File: src/rtl/mem_arb_pkg.sv
`default_nettype none
// mem_arb_pkg -- widths and state/owner types shared by the memory arbiter, main memory and CPU.
// Rev 1.0
package mem_arb_pkg;

  localparam int ADDR_W = 22;
  localparam int DATA_W = 32;
  localparam int RUN_W  = 4;

  typedef enum logic [1:0] {
    IDLE   = 2'd0,
    ACCESS = 2'd1,
    RESP   = 2'd2
  } state_t;

  typedef enum logic {
    FETCH = 1'b0,
    DATA  = 1'b1
  } owner_t;

endpackage
`default_nettype wire

File: src/rtl/mem_arb_pick.sv
`default_nettype none
// mem_arb_pick -- data-priority winner selection with a fetch starvation guard.
// Rev 1.0
module mem_arb_pick
  import mem_arb_pkg::*;
#(
  parameter int MAX_D_RUN = 4
) (
  input  logic clk,
  input  logic rst,
  input  logic en,
  input  logic i_req,
  input  logic d_req,
  output logic grant_i,
  output logic grant_d
);

  localparam logic [RUN_W-1:0] RUN_MAX = RUN_W'(MAX_D_RUN);
  localparam logic [RUN_W-1:0] RUN_ONE = RUN_W'(1);

  logic [RUN_W-1:0] run;
  logic             run_full;

  // Once data has won MAX_D_RUN contested rounds, a waiting fetch goes first.
  assign run_full = (run == RUN_MAX);
  assign grant_d  = en && d_req && (!i_req || !run_full);
  assign grant_i  = en && i_req && !grant_d;

  always_ff @(posedge clk or posedge rst) begin
    if (rst) begin
      run <= '0;
    end else if (grant_i) begin
      run <= '0;
    end else if (grant_d && i_req && !run_full) begin
      run <= run + RUN_ONE;
    end
  end

endmodule
`default_nettype wire

File: src/rtl/mem_arbiter.sv
`default_nettype none
// mem_arbiter -- shares single-port main memory between instruction fetch and data ports.
// Rev 1.0
module mem_arbiter
  import mem_arb_pkg::*;
#(
  parameter int ADDR_W    = mem_arb_pkg::ADDR_W,
  parameter int DATA_W    = mem_arb_pkg::DATA_W,
  parameter int MAX_D_RUN = 4
) (
  input  logic              clk,
  input  logic              rst,
  input  logic              i_req,
  input  logic [ADDR_W-1:0] i_addr,
  output logic              i_gnt,
  output logic              i_valid,
  output logic [DATA_W-1:0] i_rdata,
  input  logic              d_req,
  input  logic              d_we,
  input  logic [ADDR_W-1:0] d_addr,
  input  logic [DATA_W-1:0] d_wdata,
  output logic              d_gnt,
  output logic              d_valid,
  output logic [DATA_W-1:0] d_rdata,
  output logic [ADDR_W-1:0] mem_addr,
  output logic              mem_we,
  output logic [DATA_W-1:0] mem_wdata,
  input  logic [DATA_W-1:0] mem_rd_data,
  output logic              busy
);

  state_t state;
  owner_t owner;
  logic   grant_i;
  logic   grant_d;

  mem_arb_pick #(
    .MAX_D_RUN (MAX_D_RUN)
  ) u_pick (
    .clk     (clk),
    .rst     (rst),
    .en      (state == IDLE),
    .i_req   (i_req),
    .d_req   (d_req),
    .grant_i (grant_i),
    .grant_d (grant_d)
  );

  // State sits in IDLE during reset, so the grant pulses are masked explicitly.
  assign i_gnt = grant_i && !rst;
  assign d_gnt = grant_d && !rst;
  assign busy  = (state != IDLE);

  always_ff @(posedge clk or posedge rst) begin
    if (rst) begin
      state     <= IDLE;
      owner     <= FETCH;
      mem_addr  <= '0;
      mem_we    <= 1'b0;
      mem_wdata <= '0;
      i_valid   <= 1'b0;
      d_valid   <= 1'b0;
      i_rdata   <= '0;
      d_rdata   <= '0;
    end else begin
      i_valid <= 1'b0;
      d_valid <= 1'b0;
      case (state)
        IDLE: begin
          mem_we <= 1'b0;
          if (grant_d) begin
            mem_addr  <= d_addr;
            mem_we    <= d_we;
            mem_wdata <= d_wdata;
            owner     <= DATA;
            state     <= ACCESS;
          end else if (grant_i) begin
            mem_addr <= i_addr;
            owner    <= FETCH;
            state    <= ACCESS;
          end
        end
        ACCESS: begin
          mem_we <= 1'b0;
          if (mem_we) begin
            state <= IDLE;
          end else begin
            // Memory drives the read word late in ACCESS; capture it so valid and rdata align.
            state <= RESP;
            if (owner == DATA) begin
              d_rdata <= mem_rd_data;
              d_valid <= 1'b1;
            end else begin
              i_rdata <= mem_rd_data;
              i_valid <= 1'b1;
            end
          end
        end
        RESP: begin
          state <= IDLE;
        end
        default: begin
          state <= IDLE;
        end
      endcase
    end
  end

endmodule
`default_nettype wire

File: config.mk
export PLATFORM = sky130hd
export DESIGN_NAME = mem_arbiter
export DESIGN_NICKNAME = d
export VERILOG_FILES = /design/src/rtl/mem_arb_pkg.sv /design/src/rtl/mem_arb_pick.sv /design/src/rtl/mem_arbiter.sv
export SDC_FILE = /design/constraint.sdc
export NUM_CORES = 1
export LEC_CHECK = 0
export BUFFER_PORTS_ARGS = -buffer_cell sky130_fd_sc_hd__buf_2
export CAP_MARGIN = 20
export CORE_UTILIZATION = 35
export CTS_CLUSTER_DIAMETER = 200
export DETAILED_ROUTE_END_ITERATION = 12
export PLACE_DENSITY = 0.73
export SLEW_MARGIN = 10
export SYNTH_ARGS = -nofsm -noshare
export SYNTH_HDL_FRONTEND = slang
export SYNTH_HIERARCHICAL = 1
export SYNTH_SLANG_ARGS = --single-unit
export TNS_END_PERCENT = 5
File: constraint.sdc
create_clock -name clk -period 3.9 [get_ports clk]
set_input_delay 0.585 -clock clk [delete_from_list [all_inputs] [get_ports clk]]
set_output_delay 0.585 -clock clk [all_outputs]
set_load 0.005 [all_outputs]
* Word level (Yosys, flattened, before mapping)
Index checks and enable logic that the tools add are counted.
Word-level totals: register bits 128, input port bits 113, output and inout bits 124, logic and storage cells 56
Cells by class: add/subtract/negate cells 1, equality and inequality tests 3, mux-type cells 18, bitwise logic cells 2, reductions and logical operators 22
Operators by type and width (count):
- 22-bit 2-to-1 mux | 2
- 1-bit 2-to-1 mux | 9
- 1-bit logical AND | 8
- 4-bit 2-to-1 mux | 2
- 2-bit nonzero test | 4
- 2-bit 2-to-1 mux | 3
- 3-bit AND reduction | 2
- 4-bit by 1-bit adder with 4-bit output, second input constant | 1
- 4-bit by 3-bit == test with 1-bit output, second input constant | 1
- 1-bit zero test | 4
- 2-bit one-hot mux with 2 select lines | 1
- 2-bit AND reduction | 2
- 3-bit != test, second input constant | 1
- 2-bit by 1-bit == test with 1-bit output, second input constant | 1
- 2-bit zero test | 1
- 1-bit NOT | 2
- 1-bit one-hot mux with 2 select lines | 1
- 1-bit logical OR | 1

* Logic depth before layout (Yosys ltp)
depth after elaboration 9, mapped depth 8, depth with buffers taken out 6

* Modules after synthesis
Netlist, hierarchy kept.
By module, submodules not included:
- mem_arbiter | instances 1, cells an instance 294, area an instance 5315.1 um^2
- mem_arb_pick | instances 1, cells an instance 31, area an instance 264.0 um^2

* Worst setup path after synthesis
OpenSTA, ideal clock, no wires.
kind input to output, start input d_req, end output d_gnt, arrival time 1.486 ns, required time 3.315 ns, slack 1.829 ns, cell stages on the path 6, path buffers 3, cell sequence clkbuf_2 -> nand2_1 -> a41oi_1 -> buf_2 -> buf_2 -> nor2b_1
Between the ends: longest elaborated chain between the ends 3
Ends and longest elaborated chain:
- start: declaration | RTL line mem_arbiter.sv:18 | input logic d_req,
- 1-bit logical AND (2 in a row) | RTL line mem_arb_pick.sv:26 | assign grant_d = en && d_req && (!i_req || !run_full);
- net grant_d | RTL line mem_arbiter.sv:35 | logic grant_d;
- 1-bit logical AND | RTL line mem_arbiter.sv:51 | assign d_gnt = grant_d && !rst;
- end: declaration | RTL line mem_arbiter.sv:22 | output logic d_gnt,
The timed path passes the listed nets, and every way through them passes these cells.

* Worst setup path in the final report
start register state[1], end register mem_addr[9]
Between the ends: longest elaborated chain between the ends 7, elaborated cells between the ends (all ways) 9, those cells by class 1 x mux; 8 x reduce/logical
Ends and longest elaborated chain:
- start: declaration | RTL line mem_arbiter.sv:32 | state_t state;
- start signal: assignment | RTL line mem_arbiter.sv:56 | state <= IDLE;
- start signal: assignment | RTL line mem_arbiter.sv:76 | state <= ACCESS;
- start signal: assignment | RTL line mem_arbiter.sv:80 | state <= ACCESS;
- 2-bit zero test (*) | RTL line mem_arbiter.sv:42 | .en (state == IDLE),
- 1-bit logical AND (*) (2 in a row) | RTL line mem_arb_pick.sv:26
- net grant_d | RTL line mem_arbiter.sv:35
- 1-bit zero test | RTL line mem_arb_pick.sv:27 | assign grant_i = en && i_req && !grant_d;
- 1-bit logical AND | RTL line mem_arb_pick.sv:27
- 2-bit nonzero test (no line)
- 2-bit AND reduction (no line)
- end signal: assignment | RTL line mem_arbiter.sv:72 | mem_addr <= d_addr;
- end signal: assignment | RTL line mem_arbiter.sv:78 | mem_addr <= i_addr;
- end: declaration | RTL line mem_arbiter.sv:25 | output logic [ADDR_W-1:0] mem_addr,
The timed path passes the listed nets; every way through them passes the cells marked *. A chain may end at the register's enable or synchronous reset.

==> results_dict.tcl <==
set metrics [dict create \
    ys_warn_count 6 \
    fp.coreArea_mm2 0.0154 \
    p_seq_share_pct 37.2 \
    netlist_instances 325 \
    top_usage_layer "met2" \
    synth_area_mm2 0.00558 \
    initial_core_util_pct 36.3 \
    avgRoutedWirePerCell_um 15.3 \
    cts_buffers 17 \
    nets 683 \
    timing.hold.ws_ns 0.107 \
    hp-class "in2async" \
    cp-start-kind "flip-flop" \
    route.detailed.drc 0 \
    worstSkewPairLatency_ns 0.40 \
    cts_num_sinks 128 \
    peakVddDrop_mv 0.341 \
    finalHoldViolCount 0 \
    cts_setup_buffers 0 \
    wl_um 12100 \
    yosysSeqAreaShare_pct 57.4 \
    grt_use_met2_pct 24.9 \
    p_leak_uw 0.00371 \
    cts_resized 0 \
    use_met1_pct 18.3 \
    placed_cell_area_mm2 0.00685 \
    layout_min_cycle_time_ns 2.77 \
    post-route-cell-area_mm2 0.00745 \
    grt.total_usage_pct 15.1 \
    ys_ff_latch 128 \
    io_pins 237 \
    relSlewSlack_pct 34.4 \
    area_delta_synth_final_pct 33.6 \
    portBuffers 236 \
    final_antenna_net_count 0 \
    fin_crit_sh_pct 70.9 \
    syn_nets 440 \
    antenna_found_initial 0 \
    die_area_mm2 0.0164 \
    cp_data_required_time_ns 4.18 \
    grt_pass1_vias 3798 \
    die_w_um 128 \
    finalSetupTns_ns 0 \
    crit_path_max_fanout 23 \
    place.gp.congestion 0.804 \
    cts_buffer_depth 2 \
    hold_buffers 0 \
    rsz0062_at_grt "no" \
    drtIter0Drc 99 \
    p_sw_share_pct 28.6 \
    clk_pin_slew_worst_paths_ns 0.06 \
    crit_path_end_kind "flip-flop" \
    dp_hpwl_um 8660 \
    synth_cell_types 30 \
    grt_pass1_wl_um 19200 \
    fin_cells 791 \
    comb_power_share_pct 39.5 \
    max_freq_ghz 0.362 \
    vias 3560 \
    clockRootBuffer "clkbuf_16" \
    grt-ovfl-total 0 \
    async_reset_ff_share_pct 100 \
    arrival_ns 3.05 \
    p_per_area_mw_per_mm2 860 \
    synth_edf_count 0 \
    grt_max_degree 69 \
    cts_htree_levels 4 \
    max_slew.worst_pin.slew_ns 0.985 \
    p_int_uw 4580 \
    drive_above_1_share_pct 71.9 \
    die_h_um 128 \
    drv_cap 0 \
    critical_path_class "reg2reg" \
    rows 45 \
    dp.cells 758 \
    finalSetupViolCount 0 \
    fin_skew_ns 0.00756 \
    antenna_cells 0 \
    viasPerCell 4.50 \
    status "finished clean" \
    ys.flop_type "dfrtp_1" \
    slew_viol_final 0 \
    p_clk_share_pct 23.3 \
    cts_tree "yes" \
    syn_avg_cell_area_um2 17.2 \
    firstDrtPassIters 4 \
    grt_use_met3_pct 5.34 \
    netSwitchingPower_uw 1830 \
]
## cell families (layout without fill, tap and decap cells)
family / count (synthesis) / after routing / share of synthesized area (%)
AND/OR/NAND/NOR: 19 / 19 / 2.13
flip-flops: 128 / 128 / 57.4
buffers and inverters: 25 / 280 / 4.60
AO/OA/AOI/OAI: 10 / 10 / 1.19
adder cells (fa/ha/maj): 2 / 2 / 0.448
multiplexers: 141 / 141 / 34.2
## power by group through the flow
stage / Combinational [µW] / Clock [µW] / Sequential [µW]
CTS: 2570 / 1530 / 2390
finish: 2530 / 1490 / 2380
floorplan: 1670 / 0 / 2410
global route: 2750 / 1590 / 2460
detailed placement: 2560 / 0 / 2390
global placement: 2500 / 0 / 2360
## registers in the layout, summed over array words and instances (netlist names)
name	cells
d_valid	1
mem_addr	22
i_valid	1
mem_wdata	32
u_pick/run	4
state	2
mem_we	1
i_rdata	32
d_rdata	32
owner	1
## synthesized netlist by cell type, types with 2 or more instances
cell type | n | share of area, %
dfrtp_1 | 128 | 57
ha_1 | 2 | 0.45
nand3_1 | 2 | 0.18
buf_2 | 3 | 0.27
o21ai_0 | 2 | 0.18
nor2b_1 | 2 | 0.22
mux2_4 | 86 | 23
and2_1 | 2 | 0.22
nand2_1 | 4 | 0.27
a21oi_1 | 2 | 0.18
inv_1 | 7 | 0.47
nand4_1 | 2 | 0.22
mux2_2 | 54 | 11
buf_6 | 8 | 1.6
buf_12 | 6 | 2.2
## layout make-up
class                   instances  area (µm²)
fillers                      1388        7920
flip-flops and latches        128        3200
multi-input cells             172        2130
repair buffers                242        1260
clock buffers                  27         513
well taps                     211         264
clock inverters                 4        50.0
inverters                       7        28.8
## stage by stage
stage | total power, µW | setup WS [ns] | utilization, %
floorplan | 4080 | 0.0158 | -
global placement | 4860 | 1.18 | 44.6
detailed placement | 4950 | 1.05 | 44.6
CTS | 6490 | 1.07 | 48.2
global route | 6810 | 0.896 | 48.5
finish | 6410 | 1.13 | 48.5
## cells in the final DEF, fill, tap and decap left out, types with 2 or more instances in the layout
master        n
nand2_1       4
inv_1         6
nand4_1       2
mux2_4       86
clkbuf_1      5
buf_4         3
clkbuf_16    17
mux2_2       54
buf_12        3
clkbuf_8      5
nand3_1       2
and2_2        2
clkinvlp_4    2
a21oi_1       2
buf_2       236
nor2b_1       2
ha_1          2
dfrtp_1     128
o21ai_0       2
## metal layers
metal,vias to the layer above,part of all wire [%],wire length [µm]
met5,-,0,0
li1,1631,-,-
met3,21,6.5,788
met1,1770,42,5130
met2,138,50,6000
met4,0,1.6,194
## worst paths after layout
path                                         startpoint                         to  slack, ns  depth (start not counted)
worst max-delay path               state[1]$_DFFE_PP0P_    mem_addr[9]$_DFFE_PP0P_       1.13                          5
worst min-delay path                                rst  u_pick/run[0]$_DFFE_PP0P_       0.11                          2
worst max register to register     state[1]$_DFFE_PP0P_    mem_addr[9]$_DFFE_PP0P_       1.13                          5
worst min register to register  d_rdata[31]$_DFFE_PP0P_    d_rdata[31]$_DFFE_PP0P_       0.50                          1
max in group asynchronous                           rst          owner$_DFFE_PP0P_       2.76                          3
min in group clk                                   d_we         mem_we$_DFFE_PP0P_       0.40                          2
## critical path, stage by stage (launching register included)
cell and delay (ns):
dfrtp_1 0.41, nor2_2 0.28, nand2_1 0.13, a41oi_2 0.53, o21a_1 0.88, mux2_2 0.42
No activity file was read; power rests on OpenSTA's default activity.
